File: src/rtl/weight_fifo_reader.sv
// Drains one tile of N_WEIGHTS signed weights from a registered-read FIFO
// and presents them to a PE column, with abort, stall and busy-start handling.
module weight_fifo_reader #(
  parameter int N_WEIGHTS = 8
) (
  input  logic               clk,
  input  logic               rst,
  input  logic               start,
  input  logic               abort,
  input  logic               fifo_empty,
  input  logic signed [15:0] fifo_rdata,
  output logic               fifo_rd_en,
  output logic signed [15:0] w_out,
  output logic               w_valid,
  output logic               tile_done,
  output logic               busy,
  output logic               start_err
);

  localparam int CW = $clog2(N_WEIGHTS + 1);
  localparam logic [CW-1:0] N_FULL = CW'(N_WEIGHTS);
  localparam logic [CW-1:0] N_LAST = CW'(N_WEIGHTS - 1);

  typedef enum logic [1:0] {IDLE, READ, DRAIN} state_t;

  state_t        state, state_nxt;
  logic [CW-1:0] issued_cnt, recv_cnt;
  logic          rd_pend;
  logic          last_issue;
  logic          last_recv;

  assign busy = (state != IDLE);

  // Handshake: a pop is issued only when the FIFO is non-empty; the popped
  // word appears on fifo_rdata one cycle later (rd_pend marks that cycle) and
  // is registered onto w_out/w_valid the cycle after that.
  always_comb begin
    state_nxt  = state;
    fifo_rd_en = (state == READ) && !fifo_empty && (issued_cnt < N_FULL) && !abort;
    last_issue = fifo_rd_en && (issued_cnt == N_LAST);
    last_recv  = (state == DRAIN) && rd_pend && (recv_cnt == N_LAST) && !abort;
    case (state)
      IDLE:    if (start)      state_nxt = READ;
      READ:    if (last_issue) state_nxt = DRAIN;
      DRAIN:   if (last_recv)  state_nxt = IDLE;
      default:                 state_nxt = IDLE;
    endcase
    if (abort) state_nxt = IDLE;
  end

  always_ff @(posedge clk) begin
    if (rst) begin
      state      <= IDLE;
      issued_cnt <= '0;
      recv_cnt   <= '0;
      rd_pend    <= 1'b0;
      w_out      <= '0;
      w_valid    <= 1'b0;
      tile_done  <= 1'b0;
      start_err  <= 1'b0;
    end else begin
      state     <= state_nxt;
      rd_pend   <= fifo_rd_en;
      w_valid   <= rd_pend && !abort;
      tile_done <= last_recv;
      if (rd_pend && !abort) w_out <= fifo_rdata;
      if (start && busy) start_err <= 1'b1;
      // Abort drops the in-flight word, so its counters restart from zero.
      if (abort || (state == IDLE && start)) begin
        issued_cnt <= '0;
        recv_cnt   <= '0;
      end else begin
        if (fifo_rd_en) issued_cnt <= issued_cnt + CW'(1);
        if (rd_pend)    recv_cnt   <= recv_cnt + CW'(1);
      end
    end
  end

endmodule
File: config.mk
export PLATFORM = sky130hd
export DESIGN_NAME = weight_fifo_reader
export DESIGN_NICKNAME = d
export VERILOG_FILES = /design/src/rtl/weight_fifo_reader.sv
export SDC_FILE = /design/constraint.sdc
export NUM_CORES = 1
export LEC_CHECK = 0
export ABC_AREA = 0
export CORE_MARGIN = 2
export CORE_UTILIZATION = 42
export DETAILED_ROUTE_END_ITERATION = 8
export GPL_TIMING_DRIVEN = 0
export PLACE_DENSITY = 0.8
export SYNTH_ARGS = -nofsm -noshare
export SYNTH_HDL_FRONTEND = slang
export SYNTH_SLANG_ARGS = --single-unit
File: constraint.sdc
create_clock -name clk -period 1.8 [get_ports clk]
set_input_delay 0.27 -clock clk [delete_from_list [all_inputs] [get_ports clk]]
set_output_delay 0.27 -clock clk [all_outputs]
set_load 0.05 [all_outputs]
==> metrics.txt <==
# TYPE chip_impl_metric gauge
chip_impl_metric{name="groute.layer.met3.usage",unit="%"} 7.494
chip_impl_metric{name="synth_mux_area_share",unit="%"} 0.8979
chip_impl_metric{name="cap_violations",unit=""} 0
chip_impl_metric{name="cts-hold-fix-buffers",unit=""} 0
chip_impl_info{name="critPathCaptureType",value="output port"} 1
chip_impl_metric{name="critical_path_required",unit="ns"} 1.53
chip_impl_metric{name="xor_xnor_portion_of_the_synthesized_cell_area",unit="%"} 2.357
chip_impl_metric{name="floorplan.die.width",unit="microns"} 55.52
chip_impl_metric{name="ctsLongestPathBuffers",unit=""} 2
chip_impl_metric{name="clkTransAtPathRegs",unit="ns"} 0.08
chip_impl_metric{name="slew_violations",unit=""} 0
chip_impl_metric{name="max_freq",unit="GHz"} 0.5439
chip_impl_metric{name="synth_edf_count",unit=""} 0
chip_impl_metric{name="cts_inserted_buffers",unit=""} 5
chip_impl_metric{name="fillCellCount",unit=""} 205
chip_impl_metric{name="postLayoutCoreUtil",unit="%"} 67.52
chip_impl_info{name="timing.hold.worst.class",value="primary input to register"} 1
chip_impl_info{name="run_status",value="finished, violations left"} 1
chip_impl_metric{name="netSwitchingFraction",unit="%"} 22.06
chip_impl_metric{name="pwr-share-seq",unit="%"} 58.2
chip_impl_metric{name="async_flop_share",unit="%"} 0
chip_impl_metric{name="route.final.wire_length",unit="microns"} 2894
chip_impl_metric{name="power_density",unit="nW/um^2"} 679.7
chip_impl_metric{name="final_design_area_no_fill",unit="sq um"} 1688
chip_impl_metric{name="timing.max_slew.rel_slack",unit="%"} 62.44
chip_impl_info{name="rsz0062_at_grt",value="yes"} 1
chip_impl_metric{name="die-height",unit="microns"} 55.52
chip_impl_metric{name="wire_per_inst",unit="microns"} 13.65
chip_impl_metric{name="synthCells",unit=""} 130
chip_impl_metric{name="design_power_total",unit="mW"} 1.147
chip_impl_metric{name="layout.nets",unit=""} 206
chip_impl_metric{name="hpwlAfterDp",unit="microns"} 2107
chip_impl_info{name="root_buffer",value="clkbuf_4"} 1
chip_impl_metric{name="area_growth_syn_to_layout",unit="%"} 51.40
chip_impl_info{name="synth_flop_cell",value="dfxtp_1"} 1
chip_impl_metric{name="antenna_violating_nets_post_route",unit=""} 0
chip_impl_metric{name="internal_power",unit="mW"} 0.8941
chip_impl_metric{name="yosysWarnings",unit=""} 0
chip_impl_metric{name="initialDrtViolationCount",unit=""} 21
chip_impl_metric{name="switching_power",unit="mW"} 0.2531
chip_impl_metric{name="critPathMaxFanout",unit=""} 6
chip_impl_metric{name="final.setup_skew",unit="ns"} 0.006121
chip_impl_metric{name="multiInputGateArea",unit="sq um"} 489.2
chip_impl_metric{name="layout_setup_ws",unit="ns"} -0.03866
chip_impl_metric{name="die_area",unit="sq um"} 3082
chip_impl_metric{name="core_region_area",unit="sq um"} 2500
chip_impl_metric{name="worstMarginPinSlew",unit="ns"} 0.5596
chip_impl_metric{name="grt_util_met1",unit="%"} 21.71
chip_impl_metric{name="synth_cell_types",unit=""} 28
chip_impl_metric{name="via_per_inst",unit=""} 5.066
chip_impl_info{name="layout.cells.most_common_list",value="nand2_1, clkdlybuf4s50_1, dfxtp_1"} 1
chip_impl_metric{name="fin_setup_tns",unit="ns"} -0.05863
chip_impl_metric{name="grt_antenna_before_repair",unit=""} 0
chip_impl_metric{name="drc",unit=""} 0
chip_impl_info{name="largest_family_of_logic_cells_by_synthesized_area",value="simple AND/OR/NAND/NOR gates"} 1
chip_impl_metric{name="gpl.final_weighted_congestion",unit=""} 0.7355
chip_impl_metric{name="yosysSeqAreaShare",unit="%"} 53.87
chip_impl_metric{name="p_leak",unit="nW"} 0.6659
chip_impl_metric{name="synth-adder-area-share",unit="%"} 2.245
chip_impl_metric{name="drive_gt1_share",unit="%"} 10.44
chip_impl_metric{name="insertion_delay",unit="ns"} 0.32
chip_impl_metric{name="synth_compound_area_share",unit="%"} 13.58
chip_impl_metric{name="syn_avg_cell_area",unit="sq um"} 8.576
chip_impl_metric{name="seqCellArea",unit="sq um"} 608.1
chip_impl_metric{name="cp.arrival",unit="ns"} 1.57
chip_impl_metric{name="core.rowCount",unit=""} 18
chip_impl_metric{name="final.min_clock_period",unit="ns"} 1.839
chip_impl_info{name="critical_path_class",value="register to output port"} 1
chip_impl_metric{name="final_number_of_hold_violating_endpoints",unit=""} 0
chip_impl_metric{name="ir_worst_vdd",unit="mV"} 0.5320
chip_impl_metric{name="syn_area",unit="sq um"} 1115
chip_impl_metric{name="port-buffer-count",unit=""} 41
chip_impl_metric{name="grt-ovfl-total",unit=""} 0
chip_impl_metric{name="dr.pass1.iters",unit=""} 4
chip_impl_info{name="grt_most_used_layer",value="met2"} 1
chip_impl_metric{name="post-route-period-util",unit="%"} 102.1
chip_impl_metric{name="grt_start_max_net_pins",unit=""} 11
chip_impl_metric{name="p_clk_share",unit="%"} 33.2
chip_impl_metric{name="synth_simple_gate_area_share",unit="%"} 23.79
chip_impl_info{name="tritoncts",value="built"} 1
chip_impl_metric{name="cts.sink_count",unit=""} 30
chip_impl_metric{name="synth-seq-cells",unit=""} 30
chip_impl_metric{name="htreeDepth",unit=""} 2
chip_impl_metric{name="floorplan.initialDensity",unit="%"} 44.59
chip_impl_metric{name="grt_pass1_vias",unit=""} 1031
chip_impl_metric{name="grt_first_pass_wirelength",unit="microns"} 4802
chip_impl_metric{name="boundary_pins",unit=""} 42
chip_impl_metric{name="synth_fp_nets",unit=""} 153
chip_impl_metric{name="routed-via-count",unit=""} 1074
chip_impl_metric{name="dpl_cell_area",unit="sq um"} 1565
chip_impl_metric{name="setup_viol_count_final",unit=""} 2
chip_impl_metric{name="grt_use_met2",unit="%"} 35.54
chip_impl_metric{name="antenna_cells_inserted",unit=""} 0
chip_impl_info{name="setup.worst_path.start_class",value="register"} 1
chip_impl_metric{name="grt_usage",unit="%"} 20.54
chip_impl_metric{name="combinationalPowerShare",unit="%"} 8.6
chip_impl_info{name="violations",value="setup timing"} 1
==> power by group through the flow <==
stage | sequential [mW] | clock (mW) | combinational, mW
2_1_floorplan | 0.695 | 0 | 0.0250
3_3_place_gp | 0.686 | 0 | 0.0926
3_5_place_dp | 0.686 | 0 | 0.0950
4_1_cts | 0.670 | 0.394 | 0.0942
5_1_grt | 0.669 | 0.424 | 0.105
6_report | 0.668 | 0.381 | 0.0985
==> worst max-delay path, cell delays in order, from the launching register on <==
cell     delay (ns)
dfxtp_4        0.36
or4b_4         0.49
buf_6          0.15
nor2_4         0.10
buf_6          0.16
==> per-layer routing <==
metal / part of all wire (%) / vias to the layer above
li1: - / 543
met2: 54 / 33
met1: 40 / 496
met3: 5.4 / 2
met4: 1.5 / 0
met5: 0 / -
==> stage by stage <==
stage,hold WS (ns),cells,worst slack (ns)
2_1_floorplan,0.4060,130,0.1355
3_3_place_gp,0.4413,201,-0.8078
3_5_place_dp,0.4534,201,-0.8297
4_1_cts,0.4655,207,-0.09435
5_1_grt,0.3569,212,-0.1073
6_report,0.3353,212,-0.03866
==> area by class of cell <==
class | instances | area share, %
plain buffers | 8 | 2.298
multi-input cells | 91 | 28.98
repair buffers | 46 | 27.21
well taps | 30 | 2.224
clock buffers | 6 | 3.039
flip-flops and latches | 30 | 36.03
inverters | 1 | 0.2224
==> repair_timing <==
| item | in CTS | in global routing |
|---|---|---|
| endpoints found under the setup margin | 2 | 5 |
| buffers inserted | 0 | 5 |
| resized for setup | 11 | 12 |
| pin swaps | 0 | 2 |
==> path summary, 6_finish.rpt <==
path | start | slack, ns | to | cells past startpoint
worst max-delay path | state[1] | -0.04 | fifo_rd_en | 4
worst min-delay path | fifo_empty | 0.34 | issued_cnt[1] | 4
worst max register to register | state[1] | 0.13 | issued_cnt[2] | 5
worst min register to register | state[0] | 0.46 | tile_done | 1
==> cell families after synthesis <==
family	count (synthesis)
adder cells (fa/ha/maj)	2
XOR/XNOR	3
multiplexers	1
AND/OR/NAND/NOR	57
flip-flops	30
AO/OA/AOI/OAI	28
buffers and inverters	9
==> synthesized netlist by cell type (2+ instances only) <==
master / n / share of area [%]
clkbuf_1: 6 / 2.0
xor2_1: 2 / 1.6
dfxtp_1: 30 / 54
nand2_1: 33 / 11
ha_1: 2 / 2.2
nor4b_1: 3 / 2.4
nand2b_1: 2 / 1.1
nor2_1: 9 / 3.0
a21oi_1: 20 / 9.0
or3_1: 2 / 1.1
o21ai_0: 4 / 1.8
==> sequential cells by signal, indices dropped and copies added (netlist names) <==
register and cells:
w_valid 1, state 2, issued_cnt 4, rd_pend 1, w_out 16, recv_cnt 4
tile_done 1, start_err 1
No activity file was read; power rests on OpenSTA's default activity.
==> RTL change: new RTL, same flow settings <==
Make the reset (`rst`) asynchronous in one clocked block.
--- a/src/rtl/weight_fifo_reader.sv
+++ b/src/rtl/weight_fifo_reader.sv
@@ -49,5 +49,5 @@
   end
 
-  always_ff @(posedge clk) begin
+  always_ff @(posedge clk or posedge rst) begin
     if (rst) begin
       state      <= IDLE;
Function: differs if rst is asserted again (counterexample within 4 cycles, from zero or initial values and one cycle with rst high); with rst held inactive, the same outputs for 10 cycles.
==> RTL change against the unedited design <==
- the run still ends with negative setup slack left
- routed wire length decreased by 15%
- first-iteration DRC count increased by 62%
- worst setup slack improved by 31 ps
- fmax increased by 1.7%
- final area increased by 7.0%
- clock skew increased by 0.66 ps
- sequential cell count unchanged
- synthesized area increased by 11%
- final cell count decreased by 17%
- highest routed layer unchanged
Power is not compared: it rests on default switching activity, and its combinational part moved more than twofold at a synthesized area within 25%.
==> RTL change: results (changes against the unedited design) <==
Run status
The run finished, with violations left. The final reports fail on negative setup slack.

Yosys
The fraction of registers with async set or reset after synthesis is 1.00 (+1.00). The dominant synthesized flop cell is sky130_fd_sc_hd__dfrtp_1. After synthesis, the cell types taking the most area are sky130_fd_sc_hd__dfrtp_1 (61%), sky130_fd_sc_hd__mux2_2 (15%), sky130_fd_sc_hd__nor2_1 (2.4%). The sequential element share of the synthesized area is 0.606 (+0.0673).

The synthesized net count is 116 (-24%). In the synthesized netlist, the cells that appear most often are sky130_fd_sc_hd__dfrtp_1 (30), sky130_fd_sc_hd__mux2_2 (16), sky130_fd_sc_hd__nor2_1 (8), sky130_fd_sc_hd__o21ai_0 (5).

Clock tree
After clock tree synthesis, the clock-pin slew on the worst setup and hold paths is 90 ps. The maximum clock path buffer count is 2 (unchanged). The source-to-sink clock delay at the later pin of the worst-skew pair is 320 ps (about the same). The number of buffers inserted during clock tree synthesis is 5 (unchanged).

Placed design
The count of input and output buffers came to 41 (unchanged). The pre-CTS setup slack is -763 ps (+67.0 ps). The placed cell area is 1690 um^2 (+8.0%). The weighted congestion at the end of routability-driven global placement was 0.823 (+12%). The half-perimeter wire length of the detailed placement result was 1.82 mm (-14%).

Power
IR analysis of the VDD net gives a maximum drop of 737 uV. The internal portion of total power is 0.00121 W. Summed over all cells, the static leakage comes to 0.867 nW. The fraction of power consumed by combinational cells is 0.362. Of the total power, the share spent switching nets is 0.360.

Routing
The total length of routed met3 wires is 263 um (+70%). The met2 wire length came to 1.09 mm (-30%). The number of DRC markers in iteration 0 came to 34 (+62%). The number of optimization iterations in the first detailed-route pass is 4 (unchanged). The total number of vias was 898 (-16%). The routed wire length is 2.47 mm (-15%).

The highest layer touched by signal routing is met4. The post-route met1 wirelength is 1.08 mm (-5.9%).

Global routing
The number of antenna violations at the first check in global routing is 0 (unchanged). The via count of the first global-routing pass is 923 (-10%). The global-route wire length before repair is 4.24 mm (-12%). The pin count of the biggest net entering global routing was 31 (+20).

The global-route usage over all layers is 0.169 (-0.0364).

Final layout
The number of fill cells is 221 (+7.8%). The largest registers in the layout are w_out: 16 flops, issued_cnt: 4 flops, recv_cnt: 4 flops. The net total in the final layout came to 167 (-19%). The proportion of layout cells with a drive suffix above 1 is 0.241 (+0.137).

Critical path
The most critical setup path has its startpoint at state[1]. The maximum fanout encountered on the critical timing path was 4 (-2). The arrival time at the worst endpoint is 1540 ps (-30 ps).

STA
The final worst-path setup slack is -7.87 ps (+30.8 ps). The headroom to the max-slew limit is 0.269 (-0.355). The final count of negative-setup-slack endpoints is 1 (-1). The final clock skew is 6.78 ps (+0.656 ps).

Worst hold path
The class of the worst hold path is in2reg. The worst hold path begins at fifo_empty.
## RTL change: cell type report
type,count,area [um^2],area share
clock inverter,1,5.00,0.00277
clock buffer,7,55.1,0.0305
buffer,2,10.0,0.00554
tap,31,38.8,0.0215
timing repair buffer,44,459,0.254
multi-input combinational,58,474,0.263
sequential,30,752,0.416
inverter,3,11.3,0.00624
## RTL change: path summary, 6_finish.rpt
path	end	slack, ps	depth (start not counted)
setup / recovery	fifo_rd_en	-8	3
hold / removal	state[0]	450	3
setup reg to reg	issued_cnt[0]	180	4
hold reg to reg	start_err	480	1
max in group asynchronous	state[0]	550	2
min in group asynchronous	tile_done	520	2
## RTL change: stage by stage
stage	setup TNS [ps]	instances	hold slack [ps]
after floorplan	0	93	361
after global placement	-1630	165	438
after detailed placement	-1770	165	477
after CTS	-17.2	176	431
after global routing	-90.6	176	431
final	-7.87	176	446
## RTL change: routing by layer
layer	vias up	track usage
li1	434	-
met1	419	0.214
met2	40	0.263
met3	5	0.0681
met4	0	0.0598
met5	-	0
## RTL change: logic make-up (layout without fill, tap and decap cells)
group           Yosys count  in the layout  share of synthesized area
compound gates           13             13                     0.0616
xor+xnor                  3              3                     0.0212
fa+ha+maj                 2              2                     0.0202
buf+inv                   5             57                     0.0172
flops                    30             30                      0.606
mux                      17             17                      0.154
simple gates             23             23                      0.120
## RTL change: worst max-delay path: stages (launching register included)
cell and delay, ps:
sky130_fd_sc_hd__dfrtp_1 420, sky130_fd_sc_hd__or4b_4 520, sky130_fd_sc_hd__nor2_4 120, sky130_fd_sc_hd__buf_8 150
## RTL change: timing repair
action | CTS | global route
gates resized for setup | 14 | 10
endpoints found under the hold margin | 0 | 0
setup endpoints to repair | 2 | 10
pin swaps | 1 | 0
cloned | 0 | 0
setup buffers | 3 | 0
